==> src/rtl/fetch_pc_unit_pkg.sv <==
// -----------------------------------------------------------------------------
// fetch_pc_unit_pkg
// Shared types and constants for the fetch front end: the fetch queue entry
// (PC + instruction word), the instruction width, and the privileged routine
// entry point used elsewhere in the core.
// -----------------------------------------------------------------------------
package fetch_pc_unit_pkg;

    localparam int XLEN       = 64;
    localparam int INSN_WIDTH = 32;

    // Entry point of the privileged trap routine. The branch unit owns the
    // privilege check; the fetch unit treats it like any other redirect target.
    localparam logic [XLEN-1:0] PRIV_ROUTINE_START = 64'h0000_0000_0000_0100;

    typedef struct packed {
        logic [XLEN-1:0]       pc;
        logic [INSN_WIDTH-1:0] insn;
    } fetch_entry_t;

    // Instruction fetch is word based; any non-zero low bits are a fault.
    function automatic logic pc_misaligned(input logic [1:0] pc_lo);
        return pc_lo != 2'b00;
    endfunction

endpackage

==> src/rtl/fetch_pc_unit_if.sv <==
// -----------------------------------------------------------------------------
// fetch_pc_unit_if
// Bundles the fetch unit's external traffic:
//   redirect_valid/redirect_pc      retire-time control-flow redirect
//   imem_req_valid/ready/addr       instruction memory request channel
//   imem_resp_valid/insn            in-order imem responses, no backpressure
//   dec_valid/ready/pc/insn         fetch queue head towards decode
//   misalign_fault                  fetch halted on a misaligned redirect
// master: the fetch unit. slave: the surrounding core / memory.
// -----------------------------------------------------------------------------
interface fetch_pc_unit_if
    import fetch_pc_unit_pkg::*;
#(
    parameter int DATA_WIDTH = 64
);
    logic                  redirect_valid;
    logic [DATA_WIDTH-1:0] redirect_pc;
    logic                  imem_req_valid;
    logic                  imem_req_ready;
    logic [DATA_WIDTH-1:0] imem_req_addr;
    logic                  imem_resp_valid;
    logic [INSN_WIDTH-1:0] imem_resp_insn;
    logic                  dec_valid;
    logic                  dec_ready;
    logic [DATA_WIDTH-1:0] dec_pc;
    logic [INSN_WIDTH-1:0] dec_insn;
    logic                  misalign_fault;

    modport master (
        input  redirect_valid, redirect_pc, imem_req_ready,
               imem_resp_valid, imem_resp_insn, dec_ready,
        output imem_req_valid, imem_req_addr, dec_valid,
               dec_pc, dec_insn, misalign_fault
    );

    modport slave (
        output redirect_valid, redirect_pc, imem_req_ready,
               imem_resp_valid, imem_resp_insn, dec_ready,
        input  imem_req_valid, imem_req_addr, dec_valid,
               dec_pc, dec_insn, misalign_fault
    );

endinterface

==> src/rtl/fetch_pc_unit_fetch_queue.sv <==
// -----------------------------------------------------------------------------
// fetch_pc_unit_fetch_queue
// Synchronous FIFO of fetch entries with flush and occupancy output.
//   clk, rst_n     clock, async active-low reset (pointers/count only)
//   flush_i        drop all entries; push/pop in the same cycle are ignored
//   push_i/data_i  write an entry (caller guarantees a free slot)
//   pop_i          retire the head (caller guarantees non-empty)
//   head_o         head entry, valid when !empty_o
//   empty_o        queue empty
//   count_o        number of valid entries (0..DEPTH)
// Push and pop in the same cycle are legal at any occupancy, including full.
// -----------------------------------------------------------------------------
module fetch_pc_unit_fetch_queue
    import fetch_pc_unit_pkg::*;
#(
    parameter int DEPTH = 4
) (
    input  logic                         clk,
    input  logic                         rst_n,
    input  logic                         flush_i,
    input  logic                         push_i,
    input  fetch_entry_t                 data_i,
    input  logic                         pop_i,
    output fetch_entry_t                 head_o,
    output logic                         empty_o,
    output logic [$clog2(DEPTH+1)-1:0]   count_o
);
    localparam int AW    = $clog2(DEPTH);
    localparam int CNT_W = $clog2(DEPTH + 1);

    fetch_entry_t     mem_q [DEPTH];
    logic [AW-1:0]    rd_q, rd_d, wr_q, wr_d;
    logic [CNT_W-1:0] cnt_q, cnt_d;

    // DEPTH is a power of two, so the pointers wrap on their own.
    always_comb begin
        rd_d  = rd_q;
        wr_d  = wr_q;
        cnt_d = cnt_q;
        if (flush_i) begin
            rd_d  = '0;
            wr_d  = '0;
            cnt_d = '0;
        end else begin
            if (push_i) wr_d = wr_q + AW'(1);
            if (pop_i)  rd_d = rd_q + AW'(1);
            cnt_d = cnt_q + CNT_W'(push_i) - CNT_W'(pop_i);
        end
    end

    always_ff @(posedge clk or negedge rst_n) begin
        if (!rst_n) begin
            rd_q  <= '0;
            wr_q  <= '0;
            cnt_q <= '0;
        end else begin
            rd_q  <= rd_d;
            wr_q  <= wr_d;
            cnt_q <= cnt_d;
        end
    end

    // Storage carries no reset; validity is tracked by the count.
    always_ff @(posedge clk) begin
        if (push_i && !flush_i) mem_q[wr_q] <= data_i;
    end

    assign head_o  = mem_q[rd_q];
    assign empty_o = (cnt_q == '0);
    assign count_o = cnt_q;

endmodule

==> src/rtl/fetch_pc_unit.sv <==
// -----------------------------------------------------------------------------
// fetch_pc_unit
// Front-end PC generator and instruction fetch queue. Issues in-order word
// fetches from pc_q, tags returning instructions with resp_pc_q, buffers them
// in the fetch queue and presents the head to decode. A retire-time redirect
// flushes the queue, retargets both PCs and arranges for every request still
// in flight to be discarded when it returns.
//   clk, rst_n   clock, asynchronous active-low reset
//   bus          fetch_pc_unit_if.master (redirect, imem req/resp, decode,
//                misalign_fault)
// DATA_WIDTH must not exceed the package XLEN.
// -----------------------------------------------------------------------------
module fetch_pc_unit
    import fetch_pc_unit_pkg::*;
#(
    parameter int                    DATA_WIDTH      = 64,
    parameter logic [DATA_WIDTH-1:0] RESET_PC        = '0,
    parameter int                    MAX_OUTSTANDING = 2,
    parameter int                    QUEUE_DEPTH     = 4
) (
    input  logic            clk,
    input  logic            rst_n,
    fetch_pc_unit_if.master bus
);
    localparam int CNT_W = $clog2(QUEUE_DEPTH + 1);

    logic [DATA_WIDTH-1:0] pc_q, pc_d;
    logic [DATA_WIDTH-1:0] resp_pc_q, resp_pc_d;
    logic [CNT_W-1:0]      outst_q, outst_d;
    logic [CNT_W-1:0]      drop_q, drop_d;
    logic                  fault_q, fault_d;

    logic [CNT_W-1:0]      q_count;
    logic [CNT_W:0]        credit_used;
    logic                  q_empty, q_push, q_pop;
    logic                  req_valid, req_fire, resp_drop;
    fetch_entry_t          push_entry, head_entry;

    // Credit scheme: a request is only issued when a queue slot is already
    // reserved for its response, because imem responses cannot be stalled.
    assign credit_used = {1'b0, outst_q} + {1'b0, q_count};
    assign req_valid   = rst_n && !fault_q && !bus.redirect_valid
                      && (outst_q < CNT_W'(MAX_OUTSTANDING))
                      && (credit_used < (CNT_W + 1)'(QUEUE_DEPTH));
    assign req_fire    = req_valid && bus.imem_req_ready;

    // Wrong-path responses are discarded while drop_q is non-zero; one that
    // lands in the redirect cycle itself is discarded by not pushing it.
    assign resp_drop   = bus.imem_resp_valid && (drop_q != '0);
    assign q_push      = bus.imem_resp_valid && !resp_drop && !bus.redirect_valid;
    assign q_pop       = !q_empty && bus.dec_ready && !bus.redirect_valid;

    assign push_entry.pc   = XLEN'(resp_pc_q);
    assign push_entry.insn = bus.imem_resp_insn;

    always_comb begin
        pc_d      = pc_q;
        resp_pc_d = resp_pc_q;
        outst_d   = outst_q + CNT_W'(req_fire) - CNT_W'(bus.imem_resp_valid);
        drop_d    = drop_q;
        fault_d   = fault_q;
        if (bus.redirect_valid) begin
            pc_d      = bus.redirect_pc;
            resp_pc_d = bus.redirect_pc;
            // Everything still in flight after this cycle is wrong-path,
            // including anything left over from an earlier redirect.
            drop_d    = outst_q - CNT_W'(bus.imem_resp_valid);
            fault_d   = pc_misaligned(bus.redirect_pc[1:0]);
        end else begin
            if (req_fire)  pc_d      = pc_q + DATA_WIDTH'(4);
            if (q_push)    resp_pc_d = resp_pc_q + DATA_WIDTH'(4);
            if (resp_drop) drop_d    = drop_q - CNT_W'(1);
        end
    end

    always_ff @(posedge clk or negedge rst_n) begin
        if (!rst_n) begin
            pc_q      <= RESET_PC;
            resp_pc_q <= RESET_PC;
            outst_q   <= '0;
            drop_q    <= '0;
            fault_q   <= 1'b0;
        end else begin
            pc_q      <= pc_d;
            resp_pc_q <= resp_pc_d;
            outst_q   <= outst_d;
            drop_q    <= drop_d;
            fault_q   <= fault_d;
        end
    end

    fetch_pc_unit_fetch_queue #(
        .DEPTH (QUEUE_DEPTH)
    ) u_queue (
        .clk     (clk),
        .rst_n   (rst_n),
        .flush_i (bus.redirect_valid),
        .push_i  (q_push),
        .data_i  (push_entry),
        .pop_i   (q_pop),
        .head_o  (head_entry),
        .empty_o (q_empty),
        .count_o (q_count)
    );

    assign bus.imem_req_valid = req_valid;
    assign bus.imem_req_addr  = pc_q;
    assign bus.dec_valid      = !q_empty;
    assign bus.dec_pc         = DATA_WIDTH'(head_entry.pc);
    assign bus.dec_insn       = head_entry.insn;
    assign bus.misalign_fault = fault_q;

    // A response with nothing in flight means the memory broke the protocol.
    a_resp_has_request: assert property (
        @(posedge clk) disable iff (!rst_n)
        bus.imem_resp_valid |-> (outst_q != '0)
    ) else $fatal(1, "imem response with no outstanding request");

endmodule

==> src/flat_wrapper.sv <==
// flat-port wrapper written by rule: the top's interface ports become plain ports
module fetch_pc_unit_flat import fetch_pc_unit_pkg::*;
#(
    parameter int                    DATA_WIDTH      = 64,
    parameter logic [DATA_WIDTH-1:0] RESET_PC        = '0,
    parameter int                    MAX_OUTSTANDING = 2,
    parameter int                    QUEUE_DEPTH     = 4
)
  (clk, rst_n, bus_redirect_valid, bus_redirect_pc, bus_imem_req_ready, bus_imem_resp_valid, bus_imem_resp_insn, bus_dec_ready, bus_imem_req_valid, bus_imem_req_addr, bus_dec_valid, bus_dec_pc, bus_dec_insn, bus_misalign_fault);
  fetch_pc_unit_if #(.DATA_WIDTH(DATA_WIDTH)) bus_i ();
  input  logic clk;
  input  logic rst_n;
  input wire logic [$bits(bus_i.redirect_valid)-1:0] bus_redirect_valid;
  input wire logic [$bits(bus_i.redirect_pc)-1:0] bus_redirect_pc;
  input wire logic [$bits(bus_i.imem_req_ready)-1:0] bus_imem_req_ready;
  input wire logic [$bits(bus_i.imem_resp_valid)-1:0] bus_imem_resp_valid;
  input wire logic [$bits(bus_i.imem_resp_insn)-1:0] bus_imem_resp_insn;
  input wire logic [$bits(bus_i.dec_ready)-1:0] bus_dec_ready;
  output wire logic [$bits(bus_i.imem_req_valid)-1:0] bus_imem_req_valid;
  output wire logic [$bits(bus_i.imem_req_addr)-1:0] bus_imem_req_addr;
  output wire logic [$bits(bus_i.dec_valid)-1:0] bus_dec_valid;
  output wire logic [$bits(bus_i.dec_pc)-1:0] bus_dec_pc;
  output wire logic [$bits(bus_i.dec_insn)-1:0] bus_dec_insn;
  output wire logic [$bits(bus_i.misalign_fault)-1:0] bus_misalign_fault;
  assign bus_i.redirect_valid = bus_redirect_valid;
  assign bus_i.redirect_pc = bus_redirect_pc;
  assign bus_i.imem_req_ready = bus_imem_req_ready;
  assign bus_i.imem_resp_valid = bus_imem_resp_valid;
  assign bus_i.imem_resp_insn = bus_imem_resp_insn;
  assign bus_i.dec_ready = bus_dec_ready;
  assign bus_imem_req_valid = bus_i.imem_req_valid;
  assign bus_imem_req_addr = bus_i.imem_req_addr;
  assign bus_dec_valid = bus_i.dec_valid;
  assign bus_dec_pc = bus_i.dec_pc;
  assign bus_dec_insn = bus_i.dec_insn;
  assign bus_misalign_fault = bus_i.misalign_fault;
  fetch_pc_unit #(.DATA_WIDTH(DATA_WIDTH), .RESET_PC(RESET_PC), .MAX_OUTSTANDING(MAX_OUTSTANDING), .QUEUE_DEPTH(QUEUE_DEPTH)) u_core (.clk(clk), .rst_n(rst_n), .bus(bus_i));
endmodule
==> config.mk <==
export PLATFORM = sky130hd
export DESIGN_NAME = fetch_pc_unit_flat
export DESIGN_NICKNAME = d
export VERILOG_FILES = /design/src/rtl/fetch_pc_unit_pkg.sv /design/src/rtl/fetch_pc_unit_if.sv /design/src/rtl/fetch_pc_unit_fetch_queue.sv /design/src/rtl/fetch_pc_unit.sv /design/src/flat_wrapper.sv
export SDC_FILE = /design/constraint.sdc
export NUM_CORES = 1
export LEC_CHECK = 0
export CORE_UTILIZATION = 55
export DETAILED_ROUTE_END_ITERATION = 10
export GPL_TIMING_DRIVEN = 1
export PLACE_DENSITY = 0.91
export SYNTH_ARGS = -nofsm -noshare
export SYNTH_HDL_FRONTEND = slang
export SYNTH_HIERARCHICAL = 1
export SYNTH_SLANG_ARGS = --single-unit
==> constraint.sdc <==
create_clock -name clk -period 4.7 [get_ports clk]
set_input_delay 1.41 -clock clk [delete_from_list [all_inputs] [get_ports clk]]
set_output_delay 1.41 -clock clk [all_outputs]
set_load 0.03 [all_outputs]
=== Yosys cells after proc, flatten, opt, wreduce, memory -nomap -nowiden ===
Memories as Yosys holds them, arrays and structs flattened.
Cells that the tools add are included.

* Flip-flop bits (word level): 142
* RAM bits: 384
* Input bits: 102
* Output and inout bits: 163
* Logic and storage cells: 57
* Memories kept: 1

* Add/subtract/negate cells: 11
* Order comparisons: 2
* Muxes and demuxes: 13
* Reduce and logical (&&, ||, !) cells: 22

{| class="wikitable"
|+ Memories
! memory !! words !! bits a word !! rd ports !! clocked after Yosys merged registers in !! wr ports !! line !! source
|-
| u_core.u_queue.mem_q || 4 || 96 || 1 || 0 || 1 || fetch_pc_unit_fetch_queue.sv:31 || <nowiki>fetch_entry_t mem_q [DEPTH];</nowiki>
|}

{| class="wikitable"
|+ Operator list
! operator !! count
|-
| two-way mux 64 bit || 4
|-
| adder 64 x 3 -> 64 bit (second input constant) || 2
|-
| logical AND 1 bit || 11
|-
| nonzero test 2 bit || 5
|-
| two-way mux 3 bit || 3
|-
| subtractor 3 x 1 -> 3 bit || 3
|-
| two-way mux 2 bit || 4
|-
| adder 3 x 1 -> 3 bit || 2
|-
| adder 2 x 1 -> 2 bit (second input constant) || 2
|-
| adder 3 x 3 -> 4 bit || 1
|-
| logical NOT 1 bit || 4
|-
| < comparator 4 x 3 -> 1 bit (second input constant) || 1
|-
| logical NOT 3 bit || 1
|-
| < comparator 3 x 2 -> 1 bit (second input constant) || 1
|-
| nonzero test 3 bit || 1
|-
| subtractor 3 x 1 -> 3 bit (second input constant) || 1
|-
| two-way mux 1 bit || 2
|}

=== Logic depth before layout (Yosys ltp) ===
Gate-level depths: netlist (run 1).

* Word-level depth: 8
* Depth in mapped cells: 13
* Gate-level depth less buffers: 10

=== Modules after synthesis ===
Netlist (run 1), hierarchy kept.

{| class="wikitable"
|+ Modules (own cells, without submodules)
! module !! times used !! cells an instance !! area each (um^2) !! sequential area each (um^2)
|-
| fetch_pc_unit_fetch_queue || 1 || 540 || 14,267.4 || 11,706.2
|-
| fetch_pc_unit || 1 || 849 || 7,651.1 || 3,378.2
|}

=== Worst setup path before layout (run 1) ===
OpenSTA, ideal clock, no wires.

* Path type: in2reg
* From: input bus_redirect_valid
* To: memory u_core/u_queue/mem_q[0][0] (netlist name), enable pin
* Setup time: 466 ps
* Data arrival time: 4,729 ps
* Data required time: 4,234 ps
* Path slack: -495 ps
* Stages on the path: 6
* Buffers on the path: 3
* Cells stage by stage: clkbuf_1 -> clkbuf_1 -> buf_1 -> nor2_1 -> nor2b_1 -> and2_1

* Word-level cells in the longest chain between the ends: 5

{| class="wikitable"
|+ RTL lines
! what !! line !! source
|-
| start: declaration || flat_wrapper.sv:13 || <nowiki>input wire logic [$bits(bus_i.redirect_valid)-1:0] bus_redirect_valid;</nowiki>
|-
| logical NOT 1 bit || fetch_pc_unit.sv:50 || <nowiki>assign q_push = bus.imem_resp_valid && !resp_drop && !bus.redirect_valid;</nowiki>
|-
| logical AND 1 bit || fetch_pc_unit.sv:50 ||
|-
| named net u_core.q_push || fetch_pc_unit.sv:35 || <nowiki>logic q_empty, q_push, q_pop;</nowiki>
|-
| logical AND 1 bit || fetch_pc_unit_fetch_queue.sv:65 || <nowiki>if (push_i && !flush_i) mem_q[wr_q] <= data_i;</nowiki>
|-
| two-way mux 1 bit || fetch_pc_unit_fetch_queue.sv:65 ||
|-
| two-way mux 1 bit (implied by the code) || fetch_pc_unit_fetch_queue.sv:65 ||
|-
| end: declaration || fetch_pc_unit_fetch_queue.sv:31 ||
|}

The timed path passes the listed nets, and every way through them passes these cells.

=== Worst setup path after layout (run 1) ===
* From: register u_core.u_queue.rd_q[0]
* To: output bus_dec_pc[12]

* Word-level cells in the longest chain between the ends: 1

{| class="wikitable"
|+ RTL lines
! what !! line !! source
|-
| start: declaration || fetch_pc_unit_fetch_queue.sv:32 || <nowiki>logic [AW-1:0] rd_q, rd_d, wr_q, wr_d;</nowiki>
|-
| start signal: assignment || fetch_pc_unit_fetch_queue.sv:57 || <nowiki>rd_q <= rd_d;</nowiki>
|-
| memory read (4 x 96 bit) || n/a ||
|-
| end: declaration || flat_wrapper.sv:22 || <nowiki>output wire logic [$bits(bus_i.dec_pc)-1:0] bus_dec_pc;</nowiki>
|}

Every way passes these cells.

==> flow_summary.ini, run 1 <==
[clock_network]
cts_buffer_count = 51
cts_sinks = 526
cts_resized = 0
post-cts-setup-buffers = 0
clock-root-buffer = clkbuf_16
cts_hold_buffers = 0
cts_max_level = 2
tritoncts_clock_tree = yes
clk_path_buf_depth = 3
cts.clk_slew.worst_paths_ps = 60
insertion_delay_ps = 580

[synth]
async_flop_share_pct = 27.0
yosysWarningCount = 6
yosys.area.top_type_share_pct = 52.6
synth.yosys.seq_area_share_pct = 68.8
synth_area_leader_cell = edfxtp_1
synth_enable_flop_cells = 384
synth-seq-cells = 526
synth_top_flop_cell = edfxtp_1
synth.distinct_cells = 64
syn_inst = 1389
syn-num-nets = 1510
post_synth_main_area_contributors = edfxtp_1 (53%), dfrtp_1 (16%), mux4_2 (9.9%)
synth_area_per_cell_um2 = 15.8
mappedNetlistArea_mm2 = 0.0219

[global_routing]
grt_overflow_total = 0
grt_first_pass_wirelength_mm = 85.0
grt_start_max_net_pins = 104
grt_antenna_before_repair = 4
first_global_vias = 14100
global_route.usage.total_pct = 27.5

[detailed_routing]
vias_after_detailed_routing = 14000
drt-total-wl_mm = 54.8
post-route-drc-count = 0
drt_iter0_markers = 1518
drt-vias-per-instance = 6.24
dr.pass1.iters = 6
detail-route-antenna-nets = 0
wl_per_cell_um = 24.4

[flow_run]
max_cap_viol_count = 0

[place]
place_inst = 2143
port-buffer-count = 264
hpwlAfterDp_mm = 36.4
place_congestion = 0.893

[power_and_ir_drop]
peakVddDrop_mv = 0.306
leak_nw = 9.18
power.density_cell_area_mw_per_mm2 = 419

[finish]
final_layout_size_suffix_gt1_share_pct = 13.9
syn2layout_area_growth_pct = 22.8
final_common_cell = edfxtp_1
nets = 1799
stdcell_count = 2241
final_cell_mix = edfxtp_1 (384), clkdlybuf4s50_1 (262), dfrtp_1 (140), nand2_1 (113), mux4_2 (96)

[die]
rows = 72
fp.coreArea_mm2 = 0.0390
chipWidth_um = 202
io_pins = 265
die_area_mm2 = 0.0407
die_y_um = 202
initial_utilization_pct = 56.2

[hold_path]
hold_path.class = reg2reg

[sta]
fmaxAchievable_mhz = 228
slew_viol_final = 0
finalClockSkew_ps = 25.5
period_share_pct = 93.3
setup_violations = 0
grt_setup_unrepaired = no
timing.final.crit_period_ps = 4390
tns_ps = 0
slew-limit-headroom_pct = 14.2
tightestPinTransition_ps = 1280
final-hold-violation-count = 0

[outcome]
outcome = completed

[critical_path]
worstPathArrival_ps = 2980
timing.critical_path.to_type = primary output
worstSetupStartpointType = flip-flop
largest_fanout_of_any_net_on_the_critical_path = 22
setup.worst_path.class = reg2out
worstPathRequired_ps = 3290
[final cells by class]
class	count	area (um2)
Clock inverter	29	251
Tap cell	518	648
Multi-Input combinational cell	767	6410
Inverter	41	154
Antenna cell	2	5.00
Fill cell	2474	12100
Sequential cell	526	15100
Clock buffer	67	1380
Timing Repair Buffer	291	2970
[per-stage QoR]
stage | area, um2 | worst slack (ps) | total power [mW] | hold WS (ps) | utilization, %
after detailed placement | 25300 | 535 | 7.38 | 500 | 64.8
after global placement | 25300 | 621 | 7.32 | 489 | 64.8
after global routing | 26900 | 228 | 11.6 | 549 | 69.0
after CTS | 26900 | 316 | 11.3 | 515 | 69.0
final | 26900 | 314 | 11.3 | 512 | 69.0
after floorplan | 21900 | 570 | 6.61 | 476 | -
[routing by layer]
layer | vias up | global-route usage [%] | part of all wire, %
met5 | - | 0 | 0.042
met4 | 4 | 10.8 | 3.8
met3 | 143 | 6.51 | 9.7
met2 | 825 | 42.4 | 47
met1 | 7031 | 38.4 | 39
li1 | 5992 | - | -
[worst paths after layout]
check | endpoint | from | slack (ps) | depth (start not counted)
worst max register to register | u_core/bus.imem_req_addr[34] | u_core/bus.imem_req_addr[24] | 1350 | 6
min in group asynchronous | u_core/bus.imem_req_addr[4] | rst_n | 1030 | 2
worst min register to register | u_core/u_queue/mem_q[2][33] | u_core/resp_pc_q[1] | 510 | 0
max in group asynchronous | u_core/u_queue/rd_q[1] | rst_n | 2080 | 3
worst max-delay path | bus_dec_pc[12] | u_core/u_queue/rd_q[0] | 310 | 3
worst min-delay path | u_core/u_queue/mem_q[2][33] | u_core/resp_pc_q[1] | 510 | 0
[synthesized netlist by cell type, types with 4 or more instances]
cell      instances
mux4_2           96
nand2_1         113
clkbuf_1         32
a21o_1            4
nand4_1          35
nor3_1           26
nor4_1           13
dfrtp_1         142
mux2_2           15
and3_1           16
inv_1            40
or2_2             4
buf_1             4
and4_1           12
xnor2_1          46
o211ai_1         32
a21oi_1          22
a31oi_1          10
ha_1             17
buf_2             8
nand3b_1          6
edfxtp_1        384
xor2_1           28
o21ai_0          84
and2_1           11
o311ai_0          9
nand3_1          62
or3_1             4
buf_4             8
nor2_1           51
[critical path: stages (launching register included)]
cell             delay (ps)
dfrtp_4                 820
buf_4                   360
mux4_2                  570
clkdlybuf4s50_1         640
[power breakdown]
group          switching (mW)  internal (mW)
Sequential              0.293           5.21
Combinational           0.963          0.832
Clock                    1.69           2.29
Total                    2.95           8.33
[flip-flops by register name (all words and copies together), names as in the netlist]
| name | flops |
|---|---|
| u_core/resp_pc_q | 64 |
| u_core/u_queue/count_o | 3 |
| u_core/bus.imem_req_addr | 64 |
| u_core/outst_q | 3 |
| u_core/u_queue/wr_q | 2 |
| u_core/u_queue/mem_q | 384 |
| u_core/u_queue/rd_q | 2 |
| u_core/drop_q | 3 |
| u_core/bus.misalign_fault | 1 |
[cell families after synthesis]
kind of cell / share of synthesized area [%]
fa+ha+maj: 1.15
xor+xnor: 3.06
compound gates: 4.99
mux: 10.8
buf+inv: 1.99
flops: 68.8
simple gates: 9.22
Power figures use the tool's default switching activity.
==> inputs of run 2 (changes only) <==
- CTS_BUF_LIST: default -> sky130_fd_sc_hd__clkbuf_4 sky130_fd_sc_hd__clkbuf_8
==> flow_summary.ini, run 2 (synthesized netlist as in run 1, its figures left out) <==
[place]
placedInstanceArea_mm2 = 0.0253
hpwlAfterDp_mm = 36.4
port-buffer-count = 264
preCtsSetupSlack_ps = 535
place_congestion = 0.893
place_inst = 2143

[flow_run]
max_cap_viol_count = 0

[critical_path]
setup.worst_path.class = reg2out
worstPathArrival_ps = 2980
setup.reg_to_reg.worst_slack_ps = 1420
worstPathRequired_ps = 3290
worstSetupStartpoint = u_core/u_queue/rd_q[0]
worstSetupStartpointType = flip-flop
r2r_start = u_core/bus.imem_req_addr[24]
worstReg2RegEnd = u_core/bus.imem_req_addr[54]
largest_fanout_of_any_net_on_the_critical_path = 22
ff2ff_path_depth = 6
timing.critical_path.to_type = primary output

[detailed_routing]
drt-vias-per-instance = 6.12
drt_iter0_markers = 1667
post-route-drc-count = 0
detail-route-antenna-nets = 0
wl_per_cell_um = 23.8
drt-total-wl_mm = 54.8
vias_after_detailed_routing = 14100
dr.pass1.iters = 5

[finish]
nets = 1831
stdcell_count = 2298
final_layout_size_suffix_gt1_share_pct = 16.9
largest_register = u_core/u_queue/mem_q
final_cell_mix = edfxtp_1 (384), clkdlybuf4s50_1 (262), dfrtp_1 (140), nand2_1 (113), mux4_2 (96)
final_cell_area_mm2 = 0.0270
number_of_flip_flops_under_the_largest_register_name = 384
final_common_cell = edfxtp_1
syn2layout_area_growth_pct = 23.1
multi_input_logic_area_mm2 = 0.00641
finish.utilization_pct = 69.2
register_area_mm2 = 0.0151
layout.filler_cells = 2470

[global_routing]
first_global_vias = 14400
grt_overflow_total = 0
gr_layer_usage_met2_pct = 42.3
grt_first_pass_wirelength_mm = 85.0
grt_start_max_net_pins = 104
met1_grt_util_pct = 38.5
use_met3_pct = 6.03
global_route.usage.total_pct = 27.6
grt_antenna_before_repair = 0
grt_most_used_layer = met2

[power_and_ir_drop]
design_power_total_mw = 11.2
power.density_cell_area_mw_per_mm2 = 416
leak_nw = 9.27
peakVddDrop_mv = 0.313

[sta]
finalClockSkew_ps = 37.3
final_critical_path_setup_slack_ps = 306
final-hold-violation-count = 0
period_share_pct = 93.5
finalHoldWorstSlack_ps = 510
tightestPinTransition_ps = 1230
grt_setup_unrepaired = no
slew_viol_final = 0
timing.final.crit_period_ps = 4390
setup_violations = 0
fmaxAchievable_mhz = 228
tns_ps = 0
slew-limit-headroom_pct = 17.3

[clock_network]
cts_hold_buffers = 0
tritoncts_clock_tree = yes
cts_buffer_count = 83
cts_max_level = 3
cts_sinks = 526
cts_resized = 0
insertion_delay_ps = 650
cts.clk_slew.worst_paths_ps = 60
clk_path_buf_depth = 3
clock-root-buffer = clkbuf_8
post-cts-setup-buffers = 0

[hold_path]
hold_crit_start = u_core/resp_pc_q[1]
hold_path.class = reg2reg
worstHoldPathCells = 0
worstHoldEndpoint = u_core/u_queue/mem_q[0][33]

[die]
initial_utilization_pct = 56.2
rows = 72
fp.coreArea_mm2 = 0.0390
die_area_mm2 = 0.0407
io_pins = 265
chipWidth_um = 202
die_y_um = 202

[outcome]
outcome = completed
==> run 2: cell count changes in the layout (fill, tap and decap cells not counted), sizes merged <==
cell	delta
clkbuf	+50
clkinvlp	+3
bufinv	-1
diode	-1
inv	+1
clkinv	+5
==> run 2: cell type report <==
class | count | share of cell area [%]
tap | 518 | 2.40
inverter | 41 | 0.570
timing repair buffer | 291 | 11.0
sequential | 526 | 55.9
clock buffer | 117 | 5.41
multi-input combinational | 767 | 23.7
clock inverter | 37 | 0.946
antenna | 1 | 0.00927
==> run 2: metal layers <==
metal / part of all wire, % / vias up
met4: 3.8 / 0
met1: 39 / 7008
met2: 48 / 849
met5: 0 / -
li1: - / 6067
met3: 9.8 / 144
==> run 2: worst max-delay path by stage <==
stage                                 end  slack (ps)  cells past startpoint
4_1_cts                     bus_dec_pc[4]         250                      3
3_3_place_gp           bus_imem_req_valid         620                      4
3_5_place_dp         u_core/resp_pc_q[55]         530                      7
6_report                    bus_dec_pc[4]         310                      3
2_1_floorplan  u_core/u_queue/mem_q[0][0]         570                      6
5_1_grt                     bus_dec_pc[3]         200                      3
==> run 2: power breakdown <==
group / switching, mW / total (mW) / internal (mW)
Sequential: 0.290 / 5.50 / 5.21
Combinational: 0.963 / 1.80 / 0.832
Clock: 1.76 / 3.94 / 2.18
==> run 2: worst max-delay path, cell delays in order, from the launching register on <==
cell	delay [ps]
dfrtp_4	800
buf_4	350
mux4_2	550
clkdlybuf4s50_1	640
